`src/rtl/apb2sram_mbank.sv`:
```
// APB4 slave bridge fanning one APB port out to NBANK SRAM banks, with bank
// decode, write privilege check and per-access timeout.
module apb2sram_mbank #(
  parameter int ADDR_WIDTH     = 32,
  parameter int DATA_WIDTH     = 32,
  parameter int DOMAIN_W       = 1,
  parameter int MEM_ADDR_WIDTH = 11,
  parameter int NBANK          = 4,
  parameter int TIMEOUT        = 16,
  parameter int PRIV_WR_ONLY   = 1
) (
  input  logic                        gated_clk,
  input  logic                        prst_n_i,
  input  logic                        psel_i,
  input  logic                        penable_i,
  input  logic                        pwrite_i,
  input  logic [ADDR_WIDTH-1:0]       paddr_i,
  input  logic [DATA_WIDTH-1:0]       pwdata_i,
  input  logic [DATA_WIDTH/8-1:0]     pstrb_i,
  input  logic [2:0]                  pprot_i,
  input  logic [DOMAIN_W-1:0]         acc_did_i,
  output logic [DATA_WIDTH-1:0]       prdata_o,
  output logic                        pready_o,
  output logic                        pslverr_o,
  output logic                        clk_en_o,
  output logic [NBANK-1:0]            mem_csb_o,
  output logic                        mem_rwb_o,
  output logic [MEM_ADDR_WIDTH-1:0]   mem_addr_o,
  output logic [DATA_WIDTH-1:0]       mem_wdata_o,
  output logic [DATA_WIDTH/8-1:0]     mem_wm_o,
  output logic [2:0]                  mem_prot_o,
  output logic [DOMAIN_W-1:0]         acc_did_o,
  input  logic [NBANK-1:0]            mem_rdy_i,
  input  logic [NBANK-1:0]            mem_err_i,
  input  logic [NBANK*DATA_WIDTH-1:0] mem_rdata_i,
  output logic                        timeout_evt_o
);

  localparam int STRB_W = DATA_WIDTH / 8;
  localparam int BOFF   = $clog2(STRB_W);
  localparam int BANK_W = (NBANK > 1) ? $clog2(NBANK) : 1;
  localparam int CNT_W  = (TIMEOUT > 1) ? $clog2(TIMEOUT) : 1;
  localparam logic [CNT_W-1:0] TLAST = (TIMEOUT > 0) ? CNT_W'(TIMEOUT - 1) : '0;

  typedef enum logic [1:0] {
    S_IDLE  = 2'd0,
    S_SETUP = 2'd1,
    S_WAIT  = 2'd2
  } state_e;

  state_e                      state_q, state_d;
  logic                        wr_q, wr_d;
  logic [MEM_ADDR_WIDTH-1:0]   word_q, word_d;
  logic [BANK_W-1:0]           bank_q, bank_d;
  logic [DATA_WIDTH-1:0]       wdata_q, wdata_d;
  logic [STRB_W-1:0]           strb_q, strb_d;
  logic [2:0]                  prot_q, prot_d;
  logic [DOMAIN_W-1:0]         did_q, did_d;
  logic [CNT_W-1:0]            tcnt_q, tcnt_d;

  logic                        sel_rdy;
  logic                        sel_err;
  logic [DATA_WIDTH-1:0]       sel_rdata;
  logic                        bank_oob;
  logic                        priv_fail;
  logic                        reject;
  logic                        unused_paddr;

  // Only the word and bank fields of paddr are decoded here.
  assign unused_paddr = ^paddr_i;

  always_comb begin
    sel_rdy   = 1'b0;
    sel_err   = 1'b0;
    sel_rdata = '0;
    for (int b = 0; b < NBANK; b++) begin
      if (bank_q == BANK_W'(b)) begin
        sel_rdy   = mem_rdy_i[b];
        sel_err   = mem_err_i[b];
        sel_rdata = mem_rdata_i[b*DATA_WIDTH +: DATA_WIDTH];
      end
    end
  end

  assign bank_oob  = (32'(bank_q) >= 32'(NBANK));
  assign priv_fail = (PRIV_WR_ONLY != 0) && wr_q && !prot_q[0];
  assign reject    = bank_oob || priv_fail;

  // APB handshake: a transfer is taken in IDLE on psel & ~penable; the
  // response is valid only in the single cycle where pready_o is 1, and
  // pslverr_o/prdata_o are meaningful only in that cycle.
  always_comb begin
    state_d       = state_q;
    wr_d          = wr_q;
    word_d        = word_q;
    bank_d        = bank_q;
    wdata_d       = wdata_q;
    strb_d        = strb_q;
    prot_d        = prot_q;
    did_d         = did_q;
    tcnt_d        = tcnt_q;
    mem_csb_o     = '1;
    pready_o      = 1'b0;
    pslverr_o     = 1'b0;
    prdata_o      = '0;
    timeout_evt_o = 1'b0;

    case (state_q)
      S_IDLE: begin
        if (psel_i && !penable_i) begin
          wr_d    = pwrite_i;
          word_d  = paddr_i[BOFF +: MEM_ADDR_WIDTH];
          bank_d  = paddr_i[BOFF+MEM_ADDR_WIDTH +: BANK_W];
          wdata_d = pwdata_i;
          strb_d  = pwrite_i ? pstrb_i : '0;
          prot_d  = pprot_i;
          did_d   = acc_did_i;
          state_d = S_SETUP;
        end
      end
      S_SETUP: begin
        if (penable_i) begin
          if (reject) begin
            pready_o  = 1'b1;
            pslverr_o = 1'b1;
            state_d   = S_IDLE;
          end else begin
            mem_csb_o = ~(NBANK'(1) << bank_q);
            tcnt_d    = '0;
            state_d   = S_WAIT;
          end
        end
      end
      S_WAIT: begin
        // rdy takes priority over a timeout landing on the same cycle.
        if (sel_rdy) begin
          pready_o  = 1'b1;
          pslverr_o = sel_err;
          if (!wr_q && !sel_err) prdata_o = sel_rdata;
          state_d   = S_IDLE;
        end else if ((TIMEOUT != 0) && (tcnt_q == TLAST)) begin
          pready_o      = 1'b1;
          pslverr_o     = 1'b1;
          timeout_evt_o = 1'b1;
          state_d       = S_IDLE;
        end else begin
          tcnt_d = tcnt_q + CNT_W'(1);
        end
      end
      default: state_d = S_IDLE;
    endcase
  end

  always_ff @(posedge gated_clk or negedge prst_n_i) begin
    if (!prst_n_i) begin
      state_q <= S_IDLE;
      wr_q    <= 1'b0;
      word_q  <= '0;
      bank_q  <= '0;
      wdata_q <= '0;
      strb_q  <= '0;
      prot_q  <= '0;
      did_q   <= '0;
      tcnt_q  <= '0;
    end else begin
      state_q <= state_d;
      wr_q    <= wr_d;
      word_q  <= word_d;
      bank_q  <= bank_d;
      wdata_q <= wdata_d;
      strb_q  <= strb_d;
      prot_q  <= prot_d;
      did_q   <= did_d;
      tcnt_q  <= tcnt_d;
    end
  end

  assign clk_en_o    = (state_q != S_IDLE) || psel_i;
  assign mem_rwb_o   = wr_q;
  assign mem_addr_o  = word_q;
  assign mem_wdata_o = wdata_q;
  assign mem_wm_o    = strb_q;
  assign mem_prot_o  = prot_q;
  assign acc_did_o   = did_q;

endmodule

```
`config.mk`:
```
export PLATFORM = sky130hd
export DESIGN_NAME = apb2sram_mbank
export DESIGN_NICKNAME = d
export VERILOG_FILES = /design/src/rtl/apb2sram_mbank.sv
export SDC_FILE = /design/constraint.sdc
export NUM_CORES = 1
export LEC_CHECK = 0
export ABC_AREA = 1
export ABC_CLOCK_PERIOD_IN_PS = 3200
export CORE_AREA = 2 2 119 121
export DETAILED_ROUTE_END_ITERATION = 16
export DIE_AREA = 0 0 121 123
export GPL_TIMING_DRIVEN = 0
export PLACE_DENSITY = 0.75
export SYNTH_ARGS = -nofsm -noshare
export SYNTH_HDL_FRONTEND = slang
export SYNTH_SLANG_ARGS = --single-unit
```
`constraint.sdc`:
```
create_clock -name gated_clk -period 3.2 [get_ports gated_clk]
set_clock_uncertainty 0.05 [all_clocks]
set_input_delay 0.48 -clock gated_clk [delete_from_list [all_inputs] [get_ports gated_clk]]
set_output_delay 0.48 -clock gated_clk [all_outputs]
set_load 0.005 [all_outputs]
```
==> run_results.csv, run 1 <==
group,metric,value,unit
cts,clk_pin_slew,0.05,ns
drt,via_per_inst,4.49,
finish,nets,1077,
die,die_h,123,um
placement,dpl_cell_area,6740,um^2
critical_path,worst_setup_path_start_kind,"input port",
die,core-area,13600,um^2
cts,cts_tree,"built",
yosys,synthFlopType,"dfrtp_1",
placement,place_congestion,0.815,
yosys,synth.avg_cell_area,6.53,um^2
die,num_io_pins,305,
critical_path,cp-end-kind,"primary output",
yosys,synth_edf_count,0,
timing,finalHoldViolCount,0,
drt,via_count,4687,
timing,rsz0062_at_grt,"false",
timing,hold_slack,0.204,ns
cts,cts_max_path_buffers,2,
outcome,status,"completed",
yosys,synth_cells,561,
timing,layout_min_cycle_time,3.08,ns
finish,fillers,1338,
timing,finalCritPeriodShare,96.2,%
die,die-area,14900,um^2
yosys,ys_async_sr_fraction,100,%
drt,dr_wl_met2,7930,um
critical_path,cp.arrival,2.55,ns
placement,dpl.hpwl,12400,um
drt,drt-met1-wl,6140,um
placement,portBuffers,285,
finish,syn2layout_area_growth,92.8,%
pwr,vdd.ir_drop.worst,0.000488,V
pwr,p_per_area,688,nW/um^2
finish,final_common_cell,"clkdlybuf4s50_1",
grt,grt_pass1_wl,24100,um
critical_path,rr_worst_depth,7,
grt,grt_max_degree,61,
finish,final_core_util,51.9,%
timing,worst_pin_slew,0.783,ns
cts,cts.sinks,60,
drt,dr.max_layer_used,"met4",
yosys,synth_seq_area_share,41.0,%
cts,root_buffer,"clkbuf_16",
yosys,yosysWarnings,0,
finish,fin_area,7070,um^2
grt,grt_antenna_before_repair,0,
die,row_count,43,
yosys,synth-seq-cells,60,
drt,dr_wl_met3,1690,um
timing,clock.fmax,325,MHz
die,die_x,121,um
grt,track_usage,20.8,%
pwr,power.leakage,0.00318,uW
die,start_util,26.9,%
critical_path,worstPathMaxFanout,10,
finish,regArea,1500,um^2
drt,wl_per_cell,15.3,um
finish,antennaDiodeCount,0,
drt,drt_iter0_markers,225,
drt,ant_nets,0,
timing,setup_slack,0.121,ns
finish,multiInputGateArea,1920,um^2
drt,first_pass_iters,4,
timing,setup_violations,0,
cts,clkLatencyLatePin,0.32,ns
drt,wirelength,15900,um
cts,htreeDepth,3,
timing,final_max_slew_viol_count,0,
finish,drive_above_1_share,5.56,%
critical_path,critPathKind,"in2out",
timing,slew_headroom,47.8,%
grt,gr-total-overflow,0,
timing,tns,0,ns
yosys,netlist_area,3670,um^2
yosys,synth_cell_types,21,
flow_run,drv_cap,0,
cts,cts_hold_buf,0,
cts,numCtsBuffers,9,
critical_path,regToRegSetupSlack,1.20,ns
finish,final_cell_mix,"283 x clkdlybuf4s50_1, 263 x nand2_1, 69 x o21ai_0",
min_path,hold_class,"in2async",
drt,drc,0,
critical_path,critical_path_required,2.67,ns
placement,place_ws,0.0310,ns
grt,grt_pass1_vias,4665,
yosys,syn-num-nets,778,
routing by layer:
layer	track usage, %	vias to the layer above
met5	0	-
met4	5.16	0
met3	7.29	17
met2	38.2	198
met1	22.7	2099
li1	-	2373
area by class of cell:
class                      instances  area share (%)
timing repair buffer             288            40.9
multi-input combinational        440            27.2
sequential                        60            21.3
clock buffer                      14            3.74
tap                              180            3.19
buffer                            30            2.04
inverter                          31            1.65
clock inverter                     1           0.106
cell families (layout without fill, tap and decap cells):
logic type / after synthesis / after routing / synth area share (%)
AOI/OAI and AO/OA: 88 / 88 / 12.0
adders and majority gates: 4 / 4 / 1.37
buffers and inverters: 61 / 364 / 6.89
DFF: 60 / 60 / 41.0
and+or+nand+nor: 348 / 348 / 38.8
synthesized netlist by cell type (2+ instances only):
cell type,count,area [um^2]
a21oi_1,14,70.1
buf_2,7,35.0
buf_6,2,22.5
clkbuf_1,21,78.8
dfrtp_1,60,1500
ha_1,4,50.1
inv_1,27,101
inv_2,4,15.0
nand2_1,263,987
nand3_1,29,145
nand4_1,6,37.5
nor2_1,32,120
nor2_2,11,68.8
o21ai_0,71,355
o21ai_1,3,15.0
or2_1,2,12.5
path summary, 6_finish.rpt:
check | start | endpoint
max | mem_err_i[2] | prdata_o[12]
min reg2reg | mem_wdata_o[3] | mem_wdata_o[3]
min | prst_n_i | mem_wdata_o[4]
max in group asynchronous | prst_n_i | bank_q[1]
max reg2reg | state_q[0] | tcnt_q[2]
min in group gated_clk | mem_wdata_o[3] | mem_wdata_o[3]
flip-flops by register name (all words and copies together), names as in the netlist:
name,count
acc_did_o,1
bank_q,2
mem_addr_o,11
mem_prot_o,3
mem_rwb_o,1
mem_wdata_o,32
mem_wm_o,4
state_q,2
tcnt_q,4
worst max-delay path, stage by stage:
cell             delay [ns]
clkdlybuf4s50_1        0.46
or2_1                  0.24
nand3_1                0.12
nand2_1                0.10
nor2_4                 0.19
nand3_4                0.13
buf_6                  0.18
nor2_2                 0.12
clkdlybuf4s50_1        0.52
where the power goes:
group	leakage (uW)	switching (uW)	internal, uW	total, uW
logic	0.00230	1370	1300	2670
registers	0.000753	218	1100	1320
clock network	0.000129	316	562	878
metrics by stage:
step	power, uW	instances
finish	4860	1044
global route	5270	1044
CTS	4900	1041
detailed placement	3950	1026
global placement	3940	1026
floorplan	2550	561
timing repair:
action,4_1_cts,5_1_grt
endpoints found under the setup margin,20,13
cloned,0,0
gates resized for setup,5,5
pin swaps,0,2
setup buffers,0,3
Note: power is estimated with default switching activity, not from simulation.
==> run 2, diff against run 1 <==
--- a/config.mk
+++ b/config.mk
@@ -12,6 +12,7 @@
 export DIE_AREA = 0 0 121 123
 export GPL_TIMING_DRIVEN = 0
 export PLACE_DENSITY = 0.75
+export SLEW_MARGIN = 20
 export SYNTH_ARGS = -nofsm -noshare
 export SYNTH_HDL_FRONTEND = slang
 export SYNTH_SLANG_ARGS = --single-unit
==> run 2 against run 1 <==
Net effect: non-clock buffer count increased by 1; fmax rose by 0.53%; clock-buffer cell count is 2 lower; largest cell class unchanged; worst setup slack improved by 0.016 ns; wire length fell by 0.11%; flip-flop and latch count stayed put; utilization up 0.10 points; die area unchanged; total power increased by 0.26%; critical path type unchanged.
==> run_results.csv, run 2 (synthesized netlist as in run 1, its figures left out) <==
group,metric,value,unit
pwr,p_per_area,688,nW/um^2
critical_path,rr_worst_depth,7,
finish,regArea,1500,um^2
die,start_util,26.9,%
cts,root_buffer,"clkbuf_16",
timing,rsz0062_at_grt,"false",
grt,gr-total-overflow,0,
finish,final_common_cell,"clkdlybuf4s50_1",
placement,place_ws,0.0346,ns
die,die_h,123,um
cts,numCtsBuffers,9,
pwr,power.leakage,0.00320,uW
critical_path,regToRegSetupSlack,1.24,ns
die,die_x,121,um
pwr,vdd.ir_drop.worst,0.000452,V
finish,multiInputGateArea,1920,um^2
grt,grt_pass1_vias,4763,
critical_path,crit_path_frequent_cell,"clkdlybuf4s50_1",
cts,clkLatencyLatePin,0.32,ns
drt,wirelength,15900,um
grt,grt_pass1_wl,24400,um
die,die-area,14900,um^2
timing,setup_slack,0.137,ns
timing,finalCritPeriodShare,95.7,%
critical_path,r2r_start,"state_q[0]",
grt,grt_antenna_before_repair,0,
cts,cts_max_path_buffers,2,
timing,slew_headroom,62.6,%
finish,nets,1078,
die,num_io_pins,305,
timing,layout_min_cycle_time,3.06,ns
drt,first_pass_iters,5,
placement,dpl.hpwl,12600,um
timing,clock.fmax,326,MHz
cts,cts_hold_buf,0,
drt,drt_iter0_markers,228,
finish,syn2layout_area_growth,93.2,%
outcome,status,"completed",
cts,htreeDepth,3,
placement,place_inst,1027,
finish,fin_area,7080,um^2
cts,cts.sinks,60,
grt,grt_max_degree,34,
flow_run,drv_cap,0,
timing,setup_violations,0,
die,core-area,13600,um^2
cts,clk_pin_slew,0.05,ns
finish,layoutNonFillerInstCount,1046,
finish,final_cell_mix,"283 x clkdlybuf4s50_1, 263 x nand2_1, 69 x o21ai_0",
drt,ant_nets,0,
critical_path,path_delay_family,"buffers and inverters",
cts,cts_tree,"built",
critical_path,r2r_end,"tcnt_q[2]",
finish,fillers,1352,
timing,hold_slack,0.0315,ns
critical_path,cp_slowest_stage_delay,0.52,ns
critical_path,cp-end-kind,"primary output",
critical_path,path_buf_inv,3,
drt,via_per_inst,4.53,
drt,via_count,4736,
timing,final_max_slew_viol_count,0,
timing,finalHoldViolCount,0,
critical_path,worstPathCellList,"clkdlybuf4s50_1 > or2_1 > nand3_1 > nand2_1 > nor2_4 > nand3_4 > buf_6 > nor2_2 > clkdlybuf4s50_1",
critical_path,critPathKind,"in2out",
placement,dpl_cell_area,6760,um^2
finish,largest_reg_flops,32,
drt,wl_per_cell,15.2,um
critical_path,cp.arrival,2.53,ns
min_path,hold_class,"in2async",
critical_path,worst_setup_path_start_kind,"input port",
drt,drc,0,
placement,place_congestion,0.815,
finish,drive_above_1_share,6.00,%
timing,worst_pin_slew,0.555,ns
die,row_count,43,
finish,antennaDiodeCount,0,
critical_path,critical_path_required,2.67,ns
placement,portBuffers,285,
critical_path,worstPathMaxFanout,10,
critical_path,crit_slowest_cell,"clkdlybuf4s50_1",
grt,track_usage,21.1,%
-- run 2: where the power goes --
part | internal, uW | total (uW) | switching (uW)
Sequential | 1100 | 1310 | 216
Clock | 563 | 897 | 334
Combinational | 1300 | 2660 | 1360
-- run 2: worst reg2reg max path, delay by kind of cell, from the launching register on --
kind | cells | cell delay [ns]
buffers and inverters | 2 | 0.22
AO/OA/AOI/OAI | 1 | 0.47
AND/OR/NAND/NOR | 3 | 0.43
adder cells (fa/ha/maj) | 1 | 0.29
flip-flops | 1 | 0.39
-- run 2: worst max-delay path by stage --
stage	endpoint	start	cells past startpoint	slack [ns]
2_1_floorplan	prdata_o[10]	bank_q[0]	9	1.22
3_3_place_gp	mem_addr_o[0]	prst_n_i	1	-0.46
3_5_place_dp	prdata_o[12]	mem_err_i[2]	9	0.03
4_1_cts	prdata_o[12]	bank_q[1]	9	0.02
5_1_grt	prdata_o[10]	bank_q[0]	10	0.008
6_report	prdata_o[12]	mem_err_i[2]	9	0.14
-- run 2: repair_timing --
action                                  4_1_cts  5_1_grt
buffers inserted                              0        3
pin swaps                                     0        2
endpoints found under the setup margin       16       21
gates resized for setup                       5        7
-- run 2: area by class of cell --
cell class | instances | share of cell area, %
Buffer | 30 | 2.05
Clock buffer | 12 | 3.62
Clock inverter | 4 | 0.336
Inverter | 31 | 1.64
Multi-Input combinational cell | 440 | 27.1
Sequential cell | 60 | 21.2
Tap cell | 180 | 3.18
Timing Repair Buffer | 289 | 40.9
-- run 2: metal layers --
layer,vias up,global-route usage [%],share of wire (%)
met5,-,0,0
met1,2135,23.2,38
met2,209,37.8,49
li1,2372,-,-
met3,20,7.47,11
met4,0,6.83,1.8
-- run 2: metrics by stage --
stage | total power, uW | TNS (ns) | util [%]
CTS | 4920 | 0 | 51.8
global placement | 3940 | -27.39 | 49.5
detailed placement | 3960 | 0 | 49.7
global route | 5300 | 0 | 52.0
floorplan | 2550 | 0 | -
finish | 4880 | 0 | 52.0
==> run 3, diff against run 2 <==
--- a/config.mk
+++ b/config.mk
@@ -12,7 +12,7 @@
 export DIE_AREA = 0 0 121 123
 export GPL_TIMING_DRIVEN = 0
 export PLACE_DENSITY = 0.75
-export SLEW_MARGIN = 20
+export SLEW_MARGIN = 30
 export SYNTH_ARGS = -nofsm -noshare
 export SYNTH_HDL_FRONTEND = slang
 export SYNTH_SLANG_ARGS = --single-unit
==> results of run 3 <==
No change in the layout: final DEF, timing and power equal those of run 2.
==> RTL edit 1: new RTL, settings of run 1 <==
The parameter `MEM_ADDR_WIDTH` goes from 11 to 12.
--- a/src/rtl/apb2sram_mbank.sv
+++ b/src/rtl/apb2sram_mbank.sv
@@ -4,7 +4,7 @@
   parameter int ADDR_WIDTH     = 32,
   parameter int DATA_WIDTH     = 32,
   parameter int DOMAIN_W       = 1,
-  parameter int MEM_ADDR_WIDTH = 11,
+  parameter int MEM_ADDR_WIDTH = 12,
   parameter int NBANK          = 4,
   parameter int TIMEOUT        = 16,
   parameter int PRIV_WR_ONLY   = 1
Interface: changed (resized mem_addr_o); port bits go from 305 to 306. The function was not compared with the original's and may differ.
==> RTL edit 1 against run 1 <==
Sequential cell count up 1; final cell count is 3.4% lower; final area shrank 2.0%; global-route usage is 0.27 points lower; area after synthesis down 3.5%; routed wire length decreased by 0.97%; setup slack better by 0.063 ns; power shrank 3.8%; largest power group unchanged.
==> RTL edit 1: results (changes against run 1) <==
- Max reg flops: 32 (unchanged)
- Arrival time at the worst endpoint: 2.49 ns (was 2.55 ns)
- Main area contributors after synthesis: dfrtp_1 (43%), nand2_1 (29%), o21ai_0 (6.1%) (was dfrtp_1 (41%), nand2_1 (27%), o21ai_0 (9.7%))
- Metal-1 WL: 6220 um (was 6140 um)
- Buffers on Ports: 287 (was 285)
- First-pass GRT wire length: 23600 um (was 24100 um)
- HPWL after DPL: 12600 um (was 12400 um)
- Synthesized Nets: 743 (was 778)
- Place WS: 0.148 ns (was 0.0310 ns)
- Worst-skew pair later-pin latency: 0.32 ns (about the same)
- Routed via count: 4585 (was 4687)
- Worst-margin pin slew: 0.770 ns (was 0.783 ns)
- Status: complete, no violations (unchanged)
- Seq/Total Area, Yosys: 0.431 (was 0.410)
- Post-Syn Instances: 526 (was 561)
- Placed cells: 993 (was 1026)
- Vias in the first global route: 4533 (was 4665)
- Routed length per instance: 15.6 um (was 15.3 um)
- Initial antenna violation count: 0 (unchanged)
- Worst VDD drop: 0.422 mV (was 0.488 mV)
- TritonRoute pass-1 iters: 4 (unchanged)
- Nets@finish: 1040 (was 1077)
- Top routing layer used: met4 (unchanged)
- Fraction of layout cells with a size suffix above 1: 0.0423 (was 0.0556)
- Post-synth top cells: nand2_1 (270), dfrtp_1 (61), o21ai_0 (43) (was nand2_1 (263), o21ai_0 (71), dfrtp_1 (60))
- GRT Total Usage: 0.205 (was 0.208)
- DR WL met3: 1760 um (was 1690 um)
- Netlist cell types: 21 (unchanged)
- Synthesis Warnings: 0 (unchanged)
- DR WL met2: 7540 um (was 7930 um)
- Largest net degree at the start of global routing: 62 (was 61)
- Clock root cell: clkbuf_16 (unchanged)
- CP Max Fanout: 10 (unchanged)
- Inserted Diodes: 0 (unchanged)
- Leak Pwr: 3.23 nW (was 3.18 nW)
- Routability congestion estimate: 0.814 (was 0.815)
- Clk buf depth: 2 (unchanged)
- Routed wire length: 15800 um (was 15900 um)
- DRT iter0 DRCs: 162 (was 225)
- TritonCTS Buffers: 9 (unchanged)
[RTL edit 1: cell count changes after synthesis, moves of 2 or more]
cell | before | now
o21ai_0 | 71 | 43
nor2_1 | 32 | 28
nand3_1 | 29 | 26
nand2_1 | 263 | 270
nor2_2 | 11 | 2
inv_1 | 27 | 14
o221ai_1 | 0 | 14
a21oi_1 | 14 | 16
buf_6 | 2 | 0
[RTL edit 1: timing repair]
action,in CTS,in global routing
buffers inserted,0,0
gates resized for setup,3,20
gates cloned,0,0
pin swaps,0,1
setup endpoints to repair,4,24
hold buffers,0,0
[RTL edit 1: critical path: stages, from the launching register on]
cell and delay [ns]:
dfrtp_1 0.35, buf_2 0.18, nand2_1 0.11, buf_6 0.15
inv_2 0.09, nand2_1 0.12, nand2_1 0.07, nor2_1 0.11
nand2_2 0.12, buf_4 0.20, a21oi_1 0.14, clkdlybuf4s50_1 0.52
[RTL edit 1: path summary, 6_finish.rpt]
path,start,to,slack (ns),depth (start not counted)
worst max register to register,state_q[0],mem_wdata_o[17],1.32,7
min in group gated_clk,mem_wdata_o[16],mem_wdata_o[16],0.43,2
worst min-delay path,prst_n_i,mem_wdata_o[15],0.19,1
worst min register to register,mem_wdata_o[16],mem_wdata_o[16],0.43,2
worst max-delay path,bank_q[1],prdata_o[18],0.18,11
max in group asynchronous,prst_n_i,mem_rwb_o,2.40,1
[RTL edit 1: cells by family after synthesis]
logic type	synth area share
simple gates	0.379
buf+inv	0.0548
compound gates	0.121
flops	0.431
fa+ha+maj	0.0141
[RTL edit 1: layer usage]
layer	vias up	global-route usage
li1	2283	-
met1	2071	0.232
met2	213	0.359
met3	18	0.0803
met4	0	0.0567
met5	-	0
[RTL edit 1: report_power, final]
group / internal [mW] / switching [mW] / total [mW] / leakage (nW)
logic: 1.25 / 1.25 / 2.50 / 2.34
registers: 1.12 / 0.213 / 1.33 / 0.767
clock network: 0.521 / 0.329 / 0.850 / 0.123
[RTL edit 1: final cells by class]
type | count | area (sq um)
fill | 1357 | 6690
timing repair buffer | 287 | 2890
multi-input combinational | 417 | 1820
sequential | 61 | 1530
clock buffer | 12 | 236
tap | 180 | 225
buffer | 29 | 136
inverter | 18 | 67.6
clock inverter | 4 | 25.0
[RTL edit 1: per-stage QoR]
| step | instance area (sq um) | setup TNS [ns] | power [mW] |
|---|---|---|---|
| floorplan | 3540 | 0 | 2.46 |
| global placement | 6640 | -28.78 | 3.82 |
| detailed placement | 6630 | 0 | 3.83 |
| CTS | 6890 | 0 | 4.73 |
| global route | 6930 | -0.000506 | 5.09 |
| finish | 6930 | 0 | 4.68 |
==> RTL edit 2: new RTL, config.mk and constraints of run 1 <==
Without the edit above. The 3 states of `state_e` get a one-hot encoding in 3 bits.
--- a/src/rtl/apb2sram_mbank.sv
+++ b/src/rtl/apb2sram_mbank.sv
@@ -42,10 +42,10 @@
   localparam int CNT_W  = (TIMEOUT > 1) ? $clog2(TIMEOUT) : 1;
   localparam logic [CNT_W-1:0] TLAST = (TIMEOUT > 0) ? CNT_W'(TIMEOUT - 1) : '0;
 
-  typedef enum logic [1:0] {
-    S_IDLE  = 2'd0,
-    S_SETUP = 2'd1,
-    S_WAIT  = 2'd2
+  typedef enum logic [2:0] {
+    S_IDLE  = 3'b001,
+    S_SETUP = 3'b010,
+    S_WAIT  = 3'b100
   } state_e;
 
   state_e                      state_q, state_d;
Formal check against the unedited RTL: same outputs for any inputs over 4 cycles, from zero or initial values and one cycle with prst_n_i low; so few cycles prove little.
==> RTL edit 2 against run 1 <==
Count of clock-buffer cells in the layout down 5; power down 1.2%; die area unchanged; final area down 0.39%; sequential cell count up 1; critical path depth unchanged; area after synthesis down 0.61%; setup slack better by 0.055 ns; routed wire length about the same; critical endpoint is now prdata_o[22]; highest routed layer unchanged.
==> RTL edit 2: results (changes against run 1) <==
- DR WL met2: 7590 um (was 7930 um)
- Worst setup margin: 0.176 ns (was 0.121 ns)
- Register area: 1530 sq um (was 1500 sq um)
- Slowest stage delay, CP: 0.61 ns (was 0.52 ns)
- DRT iter0 DRCs: 226 (was 225)
- Netlist cell types: 29 (was 21)
- Met1 usage: 0.237 (was 0.227)
- HPWL after DPL: 12600 um (was 12400 um)
- Fraction of area in multi-input gates: 0.265 (was 0.272)
- Placed cells: 1010 (was 1026)
- Main area contributors after synthesis: dfrtp_1 (41%), nand2_1 (24%), nor2_1 (7.1%) (was dfrtp_1 (41%), nand2_1 (27%), o21ai_0 (9.7%))
- Clock buf/inv share: 0.0427 (was 0.0384)
- Nets@finish: 1055 (was 1077)
- Worst Reg-to-Reg Cells: 6 (was 7)
- Metal-1 WL: 6280 um (was 6140 um)
- Leak Pwr: 3.21 nW (was 3.18 nW)
- Clock group: 960 uW (was 878 uW)
- Worst flop-to-flop path endpoint: mem_wdata_o[31] (was tcnt_q[2])
- Largest net degree at the start of global routing: 33 (was 61)
- Met3 capacity usage during global routing: 0.0683 (was 0.0729)
- Fraction of layout cells with a size suffix above 1: 0.0674 (was 0.0556)
- Synthesized Nets: 758 (was 778)
- Status: complete, no violations (unchanged)
- Relative slew slack: 0.509 (was 0.478)
- Routability congestion estimate: 0.809 (was 0.815)
- Routed wire length: 15900 um (about the same)
- Multi-input gates: 428 (was 440)
- Vias in the first global route: 4551 (was 4665)
- Routed via count: 4645 (was 4687)
- Post-Synth Adder-Cell Area: 0.00343 (was 0.0137)
- Bufs w/o clock: 315 (was 318)
- TritonRoute pass-1 iters: 5 (was 4)
- First-pass GRT wire length: 23800 um (was 24100 um)
- Arrival time at the worst endpoint: 2.49 ns (was 2.55 ns)
==> RTL edit 2: changes by cell type after synthesis, moves of 4 or more <==
cell	change
a21oi_1	-7
inv_1	-5
o21ai_0	-24
nand4_1	-4
o22ai_1	+6
nor2_2	-4
o21a_1	+6
nor2_1	+37
nor2_4	+4
nand3_1	+7
clkbuf_1	-7
nand2_1	-31
==> RTL edit 2: cells by family after synthesis <==
logic type	after synthesis
adders and majority gates	1
buffers and inverters	55
and+or+nand+nor	357
DFF	61
xor gates and xnor gates	1
AOI/OAI and AO/OA	69
==> RTL edit 2: how the worst max path moves through the flow <==
stage | start | to
after floorplan | bank_q[0] | prdata_o[26]
after global placement | prst_n_i | mem_wdata_o[22]
after detailed placement | mem_rdy_i[2] | prdata_o[22]
after CTS | bank_q[1] | prdata_o[12]
after global routing | bank_q[1] | prdata_o[2]
final | bank_q[1] | prdata_o[22]
